File: config.mk
export PLATFORM = sky130hd
export DESIGN_NAME = and4_stream
export DESIGN_NICKNAME = d
export VERILOG_FILES = /design/src/rtl/and4_stream.sv
export SDC_FILE = /design/constraint.sdc
export NUM_CORES = 1
export LEC_CHECK = 0
export CAP_MARGIN = 20
export CORE_MARGIN = 1
export CORE_UTILIZATION = 44
export CTS_CLUSTER_DIAMETER = 40
export DETAILED_ROUTE_END_ITERATION = 12
export PLACE_DENSITY = 0.81
export SETUP_SLACK_MARGIN = 0.1
export SYNTH_ARGS = -nofsm -noshare
export SYNTH_HDL_FRONTEND = slang
export SYNTH_SLANG_ARGS = --single-unit
File: constraint.sdc
create_clock -name clk -period 1.7 [get_ports clk]
set_clock_uncertainty 0.15 [all_clocks]
set_input_delay 0.51 -clock clk [delete_from_list [all_inputs] [get_ports clk]]
set_output_delay 0.51 -clock clk [all_outputs]
set_load 0.03 [all_outputs]
File: src/rtl/and4_stream.sv
// Registered streaming bitwise-AND with valid/ready handshakes and a one-entry
// skid buffer, so in_ready is a function of local state only, never of out_ready.

module and4_lane (
  input  logic a,
  input  logic b,
  output logic y,
  output logic eq
);
  assign y  = a & b;
  // y bit matches b bit unless b is set and a is clear
  assign eq = a | ~b;
endmodule

module and4_stream #(
  parameter int WIDTH = 4
) (
  input  logic             clk,
  input  logic             rst,
  input  logic             in_valid,
  output logic             in_ready,
  input  logic [WIDTH-1:0] a,
  input  logic [WIDTH-1:0] b,
  output logic             out_valid,
  input  logic             out_ready,
  output logic [WIDTH-1:0] y,
  output logic             y_zero,
  output logic             y_eq_b
);

  typedef struct packed {
    logic [WIDTH-1:0] y;
    logic             y_zero;
    logic             y_eq_b;
  } res_t;

  logic [WIDTH-1:0] and_bits;
  logic [WIDTH-1:0] eq_bits;
  res_t             new_res;
  res_t             out_res;
  res_t             skid_res;
  logic             out_full;
  logic             skid_full;
  logic             accept;
  logic             xfer;
  logic             out_load;

  for (genvar i = 0; i < WIDTH; i++) begin : g_lane
    and4_lane u_lane (
      .a  (a[i]),
      .b  (b[i]),
      .y  (and_bits[i]),
      .eq (eq_bits[i])
    );
  end

  assign new_res.y      = and_bits;
  assign new_res.y_zero = ~|and_bits;
  assign new_res.y_eq_b = &eq_bits;

  // Reset gates in_ready so nothing is taken during the reset cycle itself.
  assign in_ready = ~skid_full & ~rst;
  assign accept   = in_valid & in_ready;
  assign xfer     = out_full & out_ready;
  assign out_load = ~out_full | xfer;

  always_ff @(posedge clk) begin
    if (rst) begin
      out_full  <= 1'b0;
      skid_full <= 1'b0;
      out_res   <= '0;
      skid_res  <= '0;
    end else if (out_load) begin
      // Skid is older than anything arriving now; in_ready is low while it is full.
      if (skid_full) begin
        out_res   <= skid_res;
        out_full  <= 1'b1;
        skid_full <= 1'b0;
      end else if (accept) begin
        out_res  <= new_res;
        out_full <= 1'b1;
      end else begin
        out_full <= 1'b0;
      end
    end else if (accept) begin
      skid_res  <= new_res;
      skid_full <= 1'b1;
    end
  end

  assign out_valid = out_full;
  assign y         = out_res.y;
  assign y_zero    = out_res.y_zero;
  assign y_eq_b    = out_res.y_eq_b;

endmodule

Word level (Yosys, flattened, before mapping)
Index checks and enable logic that the tools add are counted.
Widths: inputs -> output; s select.
- bits in registers: 14
- input bits: 12
- word-level logic and storage cells: 39
- muxes and demuxes: 4
- bitwise gates (word level): 20
- reductions and logical operators: 7
- operator list (operator ; number):
    $mux 6 ; 2
    $not 1->1 ; 8
    $and 1x1->1 ; 7
    $or 1x1->1 ; 5
    $reduce_and 2->1 ; 2
    $reduce_and 4->1 ; 1
    $reduce_or 4->1 ; 1
    $mux 1 ; 2
    $reduce_bool 2->1 ; 1
    $reduce_or 2->1 ; 1
    $logic_not 1->1 ; 1

Longest topological paths before layout
- depth in word-level cells: 5
- depth in mapped cells: 4
- depth with buffers taken out: 4

Hierarchy
From an unflattened synthesis, not the netlist that was laid out.
- cells, all modules: 72
- area total of the unflattened synthesis: 762.0 um^2
- by module, submodules not included (module ; times used ; cells each ; area each (um^2) ; sequential area each (um^2)):
    and4_stream ; 1 ; 64 ; 711.9 ; 280.3
    and4_lane ; 4 ; 2 ; 12.5 ; 0.0

Worst setup path after synthesis
Ideal clock, no wire load.
- path type: input-to-reg
- from: in rst
- to: reg skid_res[1] (netlist bit)
- setup time: 0.063 ns
- data arrival time: 1.402 ns
- required time: 1.487 ns
- path slack: 0.085 ns
- stages: 4
- cell sequence: nor2_2 > nand3_4 > mux2_4 > nor2_2
- cells in the longest elaborated chain, start to end: 4
- ends and longest elaborated chain (what ; RTL line ; source):
    from (decl) ; 19 ; input logic rst,
    $not 1->1 ; 62 ; assign in_ready = ~skid_full & ~rst;
    $and 1x1->1 ; 62 ;
    $and 1x1->1 ; 63 ; assign accept = in_valid & in_ready;
    $reduce_and 2->1 (no line) ; n/a ;
    to (signal assigned) ; 86 ; skid_res <= new_res;
    to (decl) ; 41 ; res_t skid_res;
Parallel ways exist; a longest one is shown, timed or not.
A chain may end at the register's enable or synchronous reset.

Worst setup path after layout
- from: in b[0]
- to: reg out_res, in the netlist y_eq_b
- cells in the longest elaborated chain, start to end: 5
- ends and longest elaborated chain (what ; RTL line ; source):
    from (decl) ; 23 ; input logic [WIDTH-1:0] b,
    $not 1->1 ; 12 ; assign eq = a | ~b;
    $or 1x1->1 ; 12 ;
    $reduce_and 4->1 ; 59 ; assign new_res.y_eq_b = &eq_bits;
    $mux 6 ; 79 ; end else if (accept) begin
    $mux 6 ; 75 ; if (skid_full) begin
    to (signal assigned) ; 76 ; out_res <= skid_res;
    to (signal assigned) ; 80 ; out_res <= new_res;
    to (decl) ; 40 ; res_t out_res;
Every way passes these cells. The select of a mux whose other input is x is not followed.

==> summary.md <==
| Metric | Value |
|---|---|
| Skew-Pair Late Insertion Delay | between 0.2 and 0.3 ns |
| Leakage | around 0.45 nW |
| Die area | 1720 um2 |
| DR vias | roughly 620 |
| Fin. Hold Viols | 0 |
| CTS tree | done |
| Number of antenna cells inserted | 0 |
| Die width | between 40 and 50 um |
| Max_slew headroom | 80.1% |
| Unrepaired setup endpoints after global routing | true |
| Actual slew at the worst max-slew pin | ~0.3 ns |
| CP cell instances | dlygate4sd2_1, nor2b_4, a2111oi_4, nand2_1, a311oi_2 |
| Seq/Total Area, Yosys | a little over 40% |
| CP Buf/Inv Count | 1 |
| Clock transition at the registers of the reported paths | 0.09 ns |
| Crit-path leading delay family | compound AO/OA/AOI/OAI gates |
| Worst VDD drop | 578 uV |
| WS Path Type | in2reg |
| Synth-to-layout area growth | 43.3% |
| Cells after synthesis | just under 80 |
| Synth area leaders | dfxtp_1 41%, nor2_1 7.1%, a21oi_1 6.6%, nand2_1 6.0%, a211oi_1 4.4% |
| Fillers | 107 |
| Inserted Clock Buffers | 3 |
| H-Tree Depth | 1 |
| Power per Cell Area | around 800 nW/um2 |
| Die Span Y | between 40 and 50 um |
| Layout Nets | around 120 |
| Critical path's largest stage delay | 0.35 ns |
| Total power | roughly 0.00077 W |
| Total track usage | 20.1% |
| Initial antenna violation count | 0 |
| Yosys warns | 0 |
| Setup_tns | 0 ns |
| Total grt overflow | 0 |
| # IOs | 20 |
| Final-report setup violation count | 0 |
| FP Rows | 13 |
| Syn_nets | 90 |
| Avg Cell Area, Syn | 8.77 um2 |
| Non-Filler Instances | between 100 and 150 |
| Avg WL per Cell | 12.8 um |
| Most frequent cells in the layout | 13 x nor2_1, 13 x dfxtp_1, 11 x nand2_1 |
| Crit Path Max Fanout | 2 |
| Count of input and output buffers | 19 |
| Fin. max-slew vios | 0 |
| Distinct cells, synth | 23 |
| Post-Route WL | ~1.6 mm |
| DP Worst Slack | -0.332 ns |
| Vias in the first global route | around 600 |
| Critical Path RT | 1.75 ns |
| Synthesized cell area | about 680 um2 |
| # DRC | 0 |
| Drt pass-1 iters | 4 |
| Yosys reg bits | 14 |
| Gpl congestion | about 0.78 |
| Share of cells above drive strength 1 | around a third |
| Core Area | 1370 um2 |
| Crit. End Element | flop |
| Total clock sinks | 14 |
| R2R setup slack | roughly 0.37 ns |
| CTS max path bufs | 2 |
| Outcome | complete, no violations |
| Achievable Freq | 0.627 GHz |
| Setup WS post-layout | approximately 0.10 ns |
| Critical path data arrival time | between 1.5 and 2 ns |
| Post-detail-place hpwl | 1.05 mm |
| Yosys top cell area share | approximately two fifths |
| Drt via density | 5.02 |
| Root Driver | clkbuf_4 |
| Crit path launch type | input pin |
| Area leader, netlist | dfxtp_1 |
| Final period util | between 90% and 100% |
| Starting DRT DRC Count | 14 |
| Initial core utilization | 50.1% |
| # Max-Cap Violations | 0 |
| Detail Route Antenna Nets | 0 |
| Global-route wire length before repair | 2.61 mm |
| CP max stage cell | a2111oi_4 |
| HP Class | reg2reg |
| Post-Place Cells | between 100 and 150 |
| Final min period | about 1.6 ns |
| Largest net degree at the start of global routing | 15 |
-- report_power, final --
group / switching [W] / internal [W] / total (W) / leakage (nW)
Combinational: 0.0000966 / 0.0000782 / 0.000175 / 0.311
Sequential: 0.00000759 / 0.000343 / 0.000351 / 0.115
Clock: 0.000114 / 0.000130 / 0.000244 / 0.0210
-- final timing paths --
path / start / endpoint / depth (start not counted)
min: skid_res[4]$_SDFFE_PP0P_ / skid_res[4]$_SDFFE_PP0P_ / 2
max reg2reg: skid_full$_SDFFE_PP0P_ / skid_res[1]$_SDFFE_PP0P_ / 5
min reg2reg: skid_res[4]$_SDFFE_PP0P_ / skid_res[4]$_SDFFE_PP0P_ / 2
max: b[0] / y_eq_b$_SDFFE_PP0P_ / 5
-- layer usage --
layer  vias to the layer above  global-route usage, %  share of wire [%]
met3                         2                   5.22                4.3
met5                         -                      0                  0
met1                       276                   23.3                 44
li1                        324                      -                  -
met4                         0                   9.68                1.3
met2                        21                   34.1                 50
-- worst reg2reg max path, stage by stage (launching register included) --
cell and delay (ns):
dfxtp_2 0.36, nor2_4 0.11, buf_4 0.14, nand3_4 0.12, mux2_4 0.33, nor2_2 0.07
-- through the flow --
stage / cell area, um2 / hold WS (ns) / util, %
5_1_grt: 981 / 0.341 / 71.8
4_1_cts: 997 / 0.321 / 73.0
3_5_place_dp: 926 / 0.304 / 67.8
2_1_floorplan: 689 / 0.286 / -
6_report: 981 / 0.317 / 71.8
3_3_place_gp: 926 / 0.292 / 67.8
-- cells in the mapped netlist --
cell	number
nor2_1	13
mux2i_1	1
nor2_2	2
inv_1	3
nand3_4	1
a311oi_2	1
nor2b_1	2
nor3_1	2
a21oi_1	9
nand2b_4	1
o211a_1	1
nor2b_4	1
a21oi_4	1
a2111oi_4	1
and2b_2	1
mux2_4	1
or2_1	4
clkbuf_1	2
nand4_1	1
a211oi_1	4
nand2_1	11
nand2b_1	1
dfxtp_1	14
-- what timing repair did --
action | 4_1_cts | 5_1_grt
buffers inserted | 4 | 1
resized for setup | 37 | 17
setup endpoints to repair | 20 | 9
pin swaps | 8 | 3
hold buffers | 0 | 0
-- layout make-up --
| type | instances | area, um2 | share of cell area, % |
|---|---|---|---|
| Timing Repair Buffer | 29 | 228 | 23.2 |
| Tap cell | 15 | 18.8 | 1.91 |
| Clock buffer | 4 | 36.3 | 3.70 |
| Sequential cell | 14 | 282 | 28.7 |
| Inverter | 3 | 11.3 | 1.15 |
| Multi-Input combinational cell | 59 | 405 | 41.3 |
-- registers in the layout, indices dropped and copies added, names as in the netlist --
name and flops:
y 4, out_valid 1, skid_full 1, skid_res 6, y_eq_b 1, y_zero 1
-- logic make-up (layout without fill, tap and decap cells) --
logic type      count (synthesis)  in the layout  synth area share (%)
compound gates                 17             17                  21.0
buf+inv                         5             36                  2.74
simple gates                   40             40                  31.6
flops                          14             14                  41.0
mux                             2              2                  3.66
Note: power is estimated with default switching activity, not from simulation.
